## src/rtl/useq.sv

```systemverilog
// Microprogram sequencer: walks a 23-bit microword ROM and issues control bits,
// with jump, conditional, counted-loop, start-wait and halt microinstructions.
module useq #(
  parameter logic [3:0] LOOP_INIT  = 4'd8,
  parameter logic [4:0] START_ADDR = 5'd0
) (
  input  logic        clk,
  input  logic        rst_n,
  input  logic        start,
  input  logic        abort,
  input  logic [2:0]  cond,
  output logic [4:0]  addr,
  input  logic [22:0] data,
  output logic [14:0] ctrl,
  output logic        busy,
  output logic        done
);

  localparam int unsigned AW = 5;
  localparam int unsigned CW = 15;
  localparam int unsigned NW = 4;
  localparam int unsigned SW = 3;

  localparam logic [SW-1:0] SEL_JMP  = 3'd0;
  localparam logic [SW-1:0] SEL_C0   = 3'd1;
  localparam logic [SW-1:0] SEL_C1   = 3'd2;
  localparam logic [SW-1:0] SEL_C2   = 3'd3;
  localparam logic [SW-1:0] SEL_LOOP = 3'd4;
  localparam logic [SW-1:0] SEL_WAIT = 3'd5;
  localparam logic [SW-1:0] SEL_NEXT = 3'd6;
  localparam logic [SW-1:0] SEL_HALT = 3'd7;

  typedef enum logic [1:0] {
    IDLE = 2'd0,
    RUN  = 2'd1,
    DONE = 2'd2
  } state_t;

  state_t        state, state_nxt;
  logic [AW-1:0] mpc, mpc_nxt;
  logic [NW-1:0] cnt, cnt_nxt;
  logic [CW-1:0] ctrl_nxt;
  logic          busy_nxt, done_nxt;

  logic [SW-1:0] sel;
  logic [AW-1:0] target;
  logic [CW-1:0] ctl;
  logic [AW-1:0] mpc_inc;

  // Microword field split; the increment wraps naturally at 5 bits.
  assign sel     = data[22:20];
  assign target  = data[19:15];
  assign ctl     = data[14:0];
  assign mpc_inc = mpc + AW'(1);

  assign addr = mpc;

  // State, microprogram counter, loop counter and registered outputs.
  always_ff @(posedge clk or negedge rst_n) begin
    if (!rst_n) begin
      state <= IDLE;
      mpc   <= START_ADDR;
      cnt   <= '0;
      ctrl  <= '0;
      busy  <= 1'b0;
      done  <= 1'b0;
    end else begin
      state <= state_nxt;
      mpc   <= mpc_nxt;
      cnt   <= cnt_nxt;
      ctrl  <= ctrl_nxt;
      busy  <= busy_nxt;
      done  <= done_nxt;
    end
  end

  // Next-state, next-address and control issue.
  always_comb begin
    state_nxt = state;
    mpc_nxt   = mpc;
    cnt_nxt   = cnt;
    ctrl_nxt  = '0;
    case (state)
      IDLE: begin
        mpc_nxt = START_ADDR;
        if (start && !abort) begin
          state_nxt = RUN;
          cnt_nxt   = LOOP_INIT;
        end
      end
      RUN: begin
        if (abort) begin
          state_nxt = IDLE;
          mpc_nxt   = START_ADDR;
        end else if (sel == SEL_HALT) begin
          state_nxt = DONE;
        end else begin
          ctrl_nxt = ctl;
          case (sel)
            SEL_JMP:  mpc_nxt = target;
            SEL_C0:   mpc_nxt = cond[0] ? target : mpc_inc;
            SEL_C1:   mpc_nxt = cond[1] ? target : mpc_inc;
            SEL_C2:   mpc_nxt = cond[2] ? target : mpc_inc;
            SEL_LOOP: begin
              if (cnt != '0) begin
                mpc_nxt = target;
                cnt_nxt = cnt - NW'(1);
              end else begin
                mpc_nxt = mpc_inc;
              end
            end
            SEL_WAIT: mpc_nxt = start ? mpc_inc : target;
            SEL_NEXT: mpc_nxt = mpc_inc;
            default:  mpc_nxt = mpc;
          endcase
        end
      end
      DONE: begin
        if (abort || !start) begin
          state_nxt = IDLE;
          mpc_nxt   = START_ADDR;
        end
      end
      default: begin
        state_nxt = IDLE;
        mpc_nxt   = START_ADDR;
      end
    endcase
    busy_nxt = (state_nxt == RUN);
    done_nxt = (state_nxt == DONE);
  end

endmodule

```

## config.mk

```make
export PLATFORM = sky130hd
export DESIGN_NAME = useq
export DESIGN_NICKNAME = d
export VERILOG_FILES = /design/src/rtl/useq.sv
export SDC_FILE = /design/constraint.sdc
export NUM_CORES = 1
export LEC_CHECK = 0
export ABC_AREA = 1
export CAP_MARGIN = 0
export CORE_UTILIZATION = 35
export CTS_CLUSTER_SIZE = 24
export DETAILED_ROUTE_END_ITERATION = 10
export GPL_TIMING_DRIVEN = 0
export HOLD_SLACK_MARGIN = 0.03
export PLACE_DENSITY = 0.67
export SYNTH_ARGS = -nofsm -noshare
export SYNTH_HDL_FRONTEND = slang
export SYNTH_SLANG_ARGS = --single-unit
```

## constraint.sdc

```tcl
create_clock -name clk -period 1.6 [get_ports clk]
set_input_delay 0.16 -clock clk [delete_from_list [all_inputs] [get_ports clk]]
set_output_delay 0.16 -clock clk [all_outputs]
set_load 0.02 [all_outputs]
```

==> flow_summary_export.csv, run 1 <==
group,metric,value,unit
route,wl_per_cell,10.7,um
critical_path,worstSetupStartpoint,"addr[0]",
place,dpl.cell_count,301,
critical_path,worstPathArrival,1.35,ns
final_layout,final_util,53.2,%
clock_network,clockBufferDepth,2,
final_layout,final_nets,290,
power,leakage,1.11,nW
global_route,grt_remaining_overflow,0,
clock_network,htreeDepth,1,
floorplan,start_util,36.9,%
critical_path,r2r_end,"addr[2]",
floorplan,die_h,67.1,um
power,p_per_area,832,nW/um2
route,drt_first_pass_iters,4,
place,finalWeightedCongestion,0.856,
global_route,grt_pass1_vias,1257,
clock_network,cts-root-buf,"clkbuf_8",
global_route,grt_util_all_layers,15.7,%
timing,setup_viol,0,
final_layout,stdcell_count,306,
clock_network,clock_latency,0.27,ns
worst_hold_path,min_from,"data[7]",
timing,maxSlewHeadroom,60.0,%
final_layout,drive_above_1_share,7.42,%
logic_synthesis,syn_area,1490,um2
timing,fin_hold_ws,0.389,ns
critical_path,crit_required,1.44,ns
timing,hold_viol_final,0,
route,viasPerCell,4.55,
logic_synthesis,synth_cell_types,20,
flow_run,max_cap_violations,0,
critical_path,slowest_delay,0.62,ns
final_layout,syn2layout_area_growth,44.3,%
timing,tightestPinTransition,0.601,ns
clock_network,clkSinkCount,28,
logic_synthesis,syn_nets,233,
final_layout,final_cell_area,2140,um2
global_route,grt_max_degree,29,
route,drc,0,
floorplan,dieWidth,67.1,um
critical_path,cp-start-kind,"flop",
clock_network,numCtsBuffers,3,
clock_network,clkTransAtPathRegs,0.09,ns
clock_network,cts_tree,"done",
timing,clock.fmax,664,MHz
floorplan,core_area,4030,um2
logic_synthesis,syn-instance-count,200,
place,dp.final_hpwl,2470,um
logic_synthesis,synth-seq-area-share,47.2,%
worst_hold_path,min_to,"ctrl[7]",
place,port_buffers,51,
critical_path,crit_chain,"clkdlybuf4s50_1",
global_route,grt_pass1_wl,5330,um
floorplan,row_count,23,
timing,clock-skew-final,0.00565,ns
power,max-vdd-ir-drop,0.000604,V
critical_path,critPathKind,"flop to output pin",
route,drt_iter0_markers,106,
timing,period_minus_slack,1.51,ns
critical_path,crit_family,"buffers and inverters",
critical_path,r2r_cells,10,
global_route,antenna_found_initial,0,
critical_path,r2r-start,"cnt[0]",
critical_path,r2r_slack,0.14,ns
worst_hold_path,hold_path.class,"input port to flop",
logic_synthesis,syn_avg_cell_area,7.43,um2
final_layout,insertedDiodeCount,0,
critical_path,cpMaxStageDelayCell,"clkdlybuf4s50_1",
floorplan,die-area,4510,um2
logic_synthesis,synth-warning-count,0,
route,routed_wl,3270,um
critical_path,setup.worst_path.end_class,"output pin",
run_status,outcome,"complete, no violations",
timing,fin_crit_sh,94.1,%
critical_path,worst-path-buf-inv,1,
floorplan,io_pins,52,
worst_hold_path,whs_path_depth,3,
route,ant_nets,0,
route,vias,1393,
place,dpl_cell_area,2060,um2
logic_synthesis,synth-seq-cells,28,
timing,drv_slew,0,
timing,setup-tns-final,0,ns
critical_path,crit_fanout,7,
==> registers in the layout, indices dropped and copies added, names as in the netlist <==
register / flops
addr: 5
cnt: 4
ctrl: 15
state: 2
busy: 1
done: 1
==> power breakdown <==
group          switching [mW]  leakage (nW)  internal [mW]
Combinational           0.241         0.695          0.200
Sequential             0.0388         0.379          0.761
Clock                   0.209        0.0357          0.335
Total                   0.488          1.11           1.30
==> placed cells by master (no fill, tap or decap), types with 3 or more instances in the layout <==
cell,Yosys,layout
clkbuf_8,0,3
dfrtp_1,28,27
nor2_2,3,3
nor2_1,32,32
nand2_1,57,57
inv_1,34,34
nand3_1,17,17
ha_1,3,3
o21ai_0,9,9
clkdlybuf4s50_1,0,50
==> synthesized netlist by cell type <==
| library cell | count | area [um2] |
|---|---|---|
| ha_1 | 3 | 37.5 |
| o31ai_4 | 1 | 21.3 |
| o21ai_0 | 9 | 45.0 |
| nand4_1 | 2 | 12.5 |
| a21oi_2 | 1 | 8.76 |
| nand2_2 | 1 | 6.26 |
| xor2_1 | 2 | 17.5 |
| nand2_1 | 57 | 214 |
| buf_2 | 1 | 5.00 |
| nand3_1 | 17 | 85.1 |
| nor3_1 | 2 | 10.0 |
| dfrtp_1 | 28 | 701 |
| inv_2 | 1 | 3.75 |
| o21ai_2 | 2 | 17.5 |
| inv_1 | 34 | 128 |
| nor2_2 | 3 | 18.8 |
| nand3_2 | 2 | 20.0 |
| nor2_1 | 32 | 120 |
| or2_2 | 1 | 6.26 |
| o31ai_1 | 1 | 7.51 |
==> metrics by stage <==
stage / total power, mW / setup slack [ns]
finish: 1.78 / 0.0946
global route: 1.88 / -0.00420
CTS: 1.80 / 0.0757
detailed placement: 1.25 / -0.0764
global placement: 1.24 / -0.112
floorplan: 1.05 / 0.208
==> worst max path at each step <==
stage | slack (ns) | cells past startpoint | to
global placement | -0.11 | 10 | addr[2]
floorplan | 0.21 | 9 | addr[1]
CTS | 0.08 | 1 | addr[0]
global route | -0.004 | 10 | addr[2]
detailed placement | -0.08 | 10 | addr[2]
finish | 0.09 | 1 | addr[0]
==> metal layers <==
layer,vias to the layer above,wire length [um],track usage [%]
met5,-,0,0
met4,0,24,3.19
met3,2,182,4.22
met2,37,1680,29.0
met1,629,1390,17.9
li1,725,-,-
==> kinds of logic (layout without fill, tap and decap cells) <==
family / Yosys count / in the layout / share of synthesized area (%)
and+or+nand+nor: 117 / 117 / 33.2
buffers and inverters: 36 / 92 / 9.18
DFF: 28 / 28 / 47.2
AOI/OAI and AO/OA: 14 / 14 / 6.74
adders and majority gates: 3 / 3 / 2.53
xor gates and xnor gates: 2 / 2 / 1.18
==> final cells by class <==
cell class,instances,area (um2)
fillers,393,1890
plain buffers,1,5.00
clock inverters,1,30.0
well taps,50,62.6
flip-flops and latches,28,702
inverters,35,131
repair buffers,52,515
clock buffers,3,41.3
multi-input cells,136,656
==> repair_timing <==
item | CTS | global route
pin swaps | 0 | 0
setup buffers | 0 | 0
hold buffers | 0 | 1
setup endpoints to repair | 1 | 3
gates resized for setup | 1 | 1
hold endpoints to repair | 0 | 28
Power figures use the tool's default switching activity.
==> run 2, diff against run 1 <==
CTS_BUF_LIST = sky130_fd_sc_hd__clkbuf_8   (was default)
SLEW_MARGIN = 20   (was default)
==> flow_summary_export.csv, run 2 (synthesis results as in run 1) <==
group,metric,value,unit
timing,hold_viol_final,0,
critical_path,setup.worst_path.end_class,"output pin",
final_layout,fillCellCount,405,
route,drt_iter0_markers,82,
final_layout,largest_register_ffs,15,
critical_path,cpMaxStageDelayCell,"clkdlybuf4s50_1",
floorplan,start_util,36.9,%
critical_path,cp-start-kind,"flop",
power,netSwitchingPower,487,uW
route,drt_first_pass_iters,5,
power,p_per_area,832,nW/um2
global_route,grt_pass1_vias,1270,
power,p_int,1.30,mW
timing,fin_hold_ws,0.388,ns
power,clkPwrFrac,30.5,%
global_route,grt_pass1_wl,5240,um
final_layout,syn2layout_area_growth,44.3,%
critical_path,critPathKind,"flop to output pin",
route,ant_nets,0,
clock_network,cts-root-buf,"clkbuf_8",
critical_path,slowest_delay,0.63,ns
route,wl_per_cell,10.5,um
floorplan,dieWidth,67.1,um
critical_path,worstPathArrival,1.35,ns
clock_network,clkSinkCount,28,
timing,clock-skew-final,0.00768,ns
clock_network,numCtsBuffers,3,
run_status,outcome,"complete, no violations",
critical_path,worst-path-buf-inv,1,
worst_hold_path,hold_path.class,"input port to flop",
critical_path,crit_fanout,5,
final_layout,insertedDiodeCount,0,
timing,drv_slew,0,
route,viasPerCell,4.53,
global_route,met1_usage,16.8,%
power,pwr-share-comb,24.7,%
critical_path,crit_chain,"clkdlybuf4s50_1",
place,finalWeightedCongestion,0.856,
critical_path,crit_required,1.44,ns
global_route,grt_util_all_layers,15.1,%
timing,period_minus_slack,1.51,ns
final_layout,multiInputGateArea,656,um2
clock_network,clock_latency,0.27,ns
critical_path,crit_family,"buffers and inverters",
floorplan,core_area,4030,um2
timing,clock.fmax,661,MHz
flow_run,max_cap_violations,0,
timing,fin_crit_sh,94.6,%
final_layout,final_nets,290,
route,drc,0,
power,switching_share,27.3,%
global_route,grt_util_met2,29.5,%
final_layout,register_area,702,um2
global_route,grt_max_degree,29,
route,vias,1387,
final_layout,max_flop_register,"ctrl",
floorplan,die-area,4510,um2
timing,maxSlewHeadroom,59.9,%
clock_network,clockBufferDepth,2,
power,leakage,1.11,nW
final_layout,drive_above_1_share,7.42,%
final_layout,most-common-layout-cells,"57 x nand2_1, 50 x clkdlybuf4s50_1, 34 x inv_1",
power,pwr-share-seq,44.9,%
clock_network,cts_tree,"done",
global_route,busiest_layer,"met2",
route,routed_wl,3220,um
global_route,antenna_found_initial,0,
global_route,grt_remaining_overflow,0,
clock_network,htreeDepth,1,
timing,setup_viol,0,
place,dp.final_hpwl,2480,um
floorplan,row_count,23,
clock_network,clkTransAtPathRegs,0.09,ns
place,port_buffers,51,
global_route,met3_usage,3.72,%
power,max-vdd-ir-drop,0.000592,V
floorplan,io_pins,52,
power,p_total,1.78,mW
floorplan,die_h,67.1,um
final_layout,final_common_cell,"nand2_1",
timing,tightestPinTransition,0.601,ns
run 2: final cells by class:
| class | instances | share of cell area [%] |
|---|---|---|
| Tap cell | 50 | 2.92 |
| Clock inverter | 1 | 1.40 |
| Multi-Input combinational cell | 136 | 30.6 |
| Sequential cell | 28 | 32.7 |
| Clock buffer | 3 | 1.93 |
| Buffer | 1 | 0.234 |
| Inverter | 35 | 6.13 |
| Timing Repair Buffer | 52 | 24.1 |
run 2: final timing paths:
path	start	endpoint	slack, ns	cells past startpoint
setup / recovery	addr[2]	addr[2]	0.09	1
hold / removal	data[7]	ctrl[7]	0.39	3
setup reg to reg	cnt[0]	addr[2]	0.16	10
hold reg to reg	cnt[0]	cnt[0]	0.52	1
max in group asynchronous	rst_n	addr[0]	0.76	2
min in group asynchronous	rst_n	cnt[1]	0.42	2
run 2: metrics by stage:
stage | utilization, % | setup TNS, ns | instance area (um2) | cells | setup slack (ns)
6_report | 53.2 | 0 | 2140 | 306 | 0.0868
5_1_grt | 53.2 | -0.0241 | 2140 | 306 | -0.0162
4_1_cts | 53.0 | 0 | 2140 | 306 | 0.0742
3_5_place_dp | 51.0 | -0.918 | 2050 | 301 | -0.0703
3_3_place_gp | 51.1 | -2.30 | 2060 | 301 | -0.112
2_1_floorplan | - | 0 | 1490 | 200 | 0.208
run 2: per-layer routing:
layer / wire (um) / vias up
met5: 0 / -
met4: 6 / 0
met3: 197 / 2
met2: 1680 / 37
met1: 1330 / 628
li1: - / 720
run 2: power by group through the flow:
stage          registers (mW)  clock network, mW  logic, mW
2_1_floorplan           0.838                  0      0.215
3_3_place_gp            0.813                  0      0.429
3_5_place_dp            0.815                  0      0.433
4_1_cts                 0.801              0.565      0.437
5_1_grt                 0.807              0.581      0.495
6_report                0.800              0.543      0.439
run 2: what timing repair did:
action | 4_1_cts | 5_1_grt
resized for setup | 1 | 1
hold buffers | 1 | 0
endpoints found under the setup margin | 1 | 3
buffers inserted | 0 | 0
endpoints found under the hold margin | 28 | 0
==> run 3, diff against run 2 <==
CAP_MARGIN = default   (was 0)
CORE_MARGIN = 10   (was default)
SKIP_CTS_REPAIR_TIMING = 1   (was default)
==> flow_summary_export.csv, run 3 (synthesis results as in run 1) <==
group,metric,value,unit
run_status,outcome,"complete, no violations",
power,p_total,1.79,mW
critical_path,crit_required,1.44,ns
final_layout,largest_register_ffs,15,
timing,maxSlewHeadroom,59.3,%
critical_path,crit_family,"buffers and inverters",
route,wl_per_cell,11.9,um
global_route,grt_remaining_overflow,0,
clock_network,clkTransAtPathRegs,0.09,ns
timing,setup_viol,0,
critical_path,r2r-start,"cnt[0]",
place,port_buffers,51,
clock_network,cts_tree,"done",
timing,hold_viol_final,0,
flow_run,max_cap_violations,0,
power,p_per_area,832,nW/um2
route,ant_nets,0,
power,leakage,1.13,nW
critical_path,cpMaxStageDelayCell,"clkdlybuf4s50_1",
worst_hold_path,hold_path.class,"input port to flop",
route,vias,1358,
route,drt_iter0_markers,76,
final_layout,final_common_cell,"nand2_1",
timing,period_minus_slack,1.50,ns
route,viasPerCell,4.44,
critical_path,worstPathArrival,1.34,ns
clock_network,clock_latency,0.27,ns
critical_path,crit_chain,"clkdlybuf4s50_1",
critical_path,crit_fanout,5,
global_route,grt_max_degree,29,
critical_path,critPathKind,"flop to output pin",
final_layout,most-common-layout-cells,"57 x nand2_1, 49 x clkdlybuf4s50_1, 34 x inv_1",
floorplan,dieWidth,85.1,um
final_layout,drive_above_1_share,7.42,%
floorplan,row_count,23,
timing,drv_slew,0,
timing,fin_crit_sh,94.0,%
final_layout,insertedDiodeCount,0,
final_layout,max_flop_register,"ctrl",
final_layout,stdcell_count,306,
critical_path,worstSetupStartpoint,"addr[2]",
timing,rsz0062_at_grt,"true",
clock_network,clkSinkCount,28,
critical_path,cp-start-kind,"flop",
place,dpl.cell_count,301,
global_route,grt_pass1_vias,1371,
final_layout,final_nets,290,
clock_network,htreeDepth,1,
floorplan,start_util,36.6,%
global_route,grt_util_all_layers,10.1,%
clock_network,cts-root-buf,"clkbuf_8",
place,dp.final_hpwl,2800,um
timing,clock.fmax,665,MHz
route,drt_first_pass_iters,4,
clock_network,numCtsBuffers,3,
floorplan,die_h,85.1,um
clock_network,clockBufferDepth,2,
critical_path,slowest_delay,0.64,ns
critical_path,setup.worst_path.end_class,"output pin",
floorplan,io_pins,52,
place,finalWeightedCongestion,0.833,
final_layout,syn2layout_area_growth,44.5,%
worst_hold_path,min_from,"data[13]",
route,drc,0,
power,max-vdd-ir-drop,0.000612,V
timing,clock-skew-final,0.00314,ns
floorplan,core_area,4060,um2
floorplan,die-area,7250,um2
global_route,antenna_found_initial,0,
timing,tightestPinTransition,0.611,ns
route,routed_wl,3630,um
global_route,grt_pass1_wl,6230,um
final_layout,final_cell_area,2150,um2
critical_path,worst-path-buf-inv,1,
place,dpl_cell_area,2050,um2
-- run 3: cell types whose count changed in the layout (fill, tap and decap cells not counted) --
cell	before	now
clkdlybuf4s50_1	50	49
dlymetal6s2s_1	0	1
-- run 3: routing by layer --
layer	vias up	track usage, %	routed length (um)
li1	721	-	-
met1	605	11.8	1600
met2	30	17.4	1780
met3	2	4.11	238
met4	0	1.05	13
met5	-	0	0
-- run 3: final timing paths --
check,endpoint,slack [ns],depth (start not counted)
worst max-delay path,addr[2],0.1,1
worst min-delay path,ctrl[13],0.39,3
worst max register to register,addr[3],0.15,10
worst min register to register,addr[4],0.52,2
max in group asynchronous,addr[0],0.74,2
min in group asynchronous,ctrl[14],0.43,2
-- run 3: worst reg2reg max path: cells and delay by family (launching register included) --
family	cells	cell delay, ns
simple gates	7	0.49
flops	1	0.40
fa+ha+maj	1	0.20
compound gates	1	0.20
buf+inv	1	0.07
-- run 3: final cells by class --
class | count | area (um2)
buffer | 1 | 5.00
multi-input combinational | 136 | 656
clock inverter | 1 | 30.0
clock buffer | 3 | 41.3
tap | 50 | 62.6
inverter | 35 | 131
timing repair buffer | 52 | 518
fill | 392 | 1910
sequential | 28 | 702
-- run 3: where the power goes --
part	internal, mW	switching [mW]	total, mW
sequential	0.761	0.0417	0.802
combinational	0.200	0.241	0.441
clock	0.335	0.209	0.544
total	1.30	0.491	1.79
-- run 3: metrics by stage --
stage / util (%) / hold WS (ns) / worst slack (ns) / setup TNS, ns
2_1_floorplan: - / -0.136 / 0.208 / 0
3_5_place_dp: 50.6 / 0.212 / -0.0988 / -1.16
6_report: 52.9 / 0.395 / 0.0956 / 0
5_1_grt: 52.9 / 0.381 / 0.000926 / 0
4_1_cts: 52.4 / -0.0883 / -0.00694 / -0.00694
3_3_place_gp: 50.7 / 0.503 / -0.0904 / -3.20
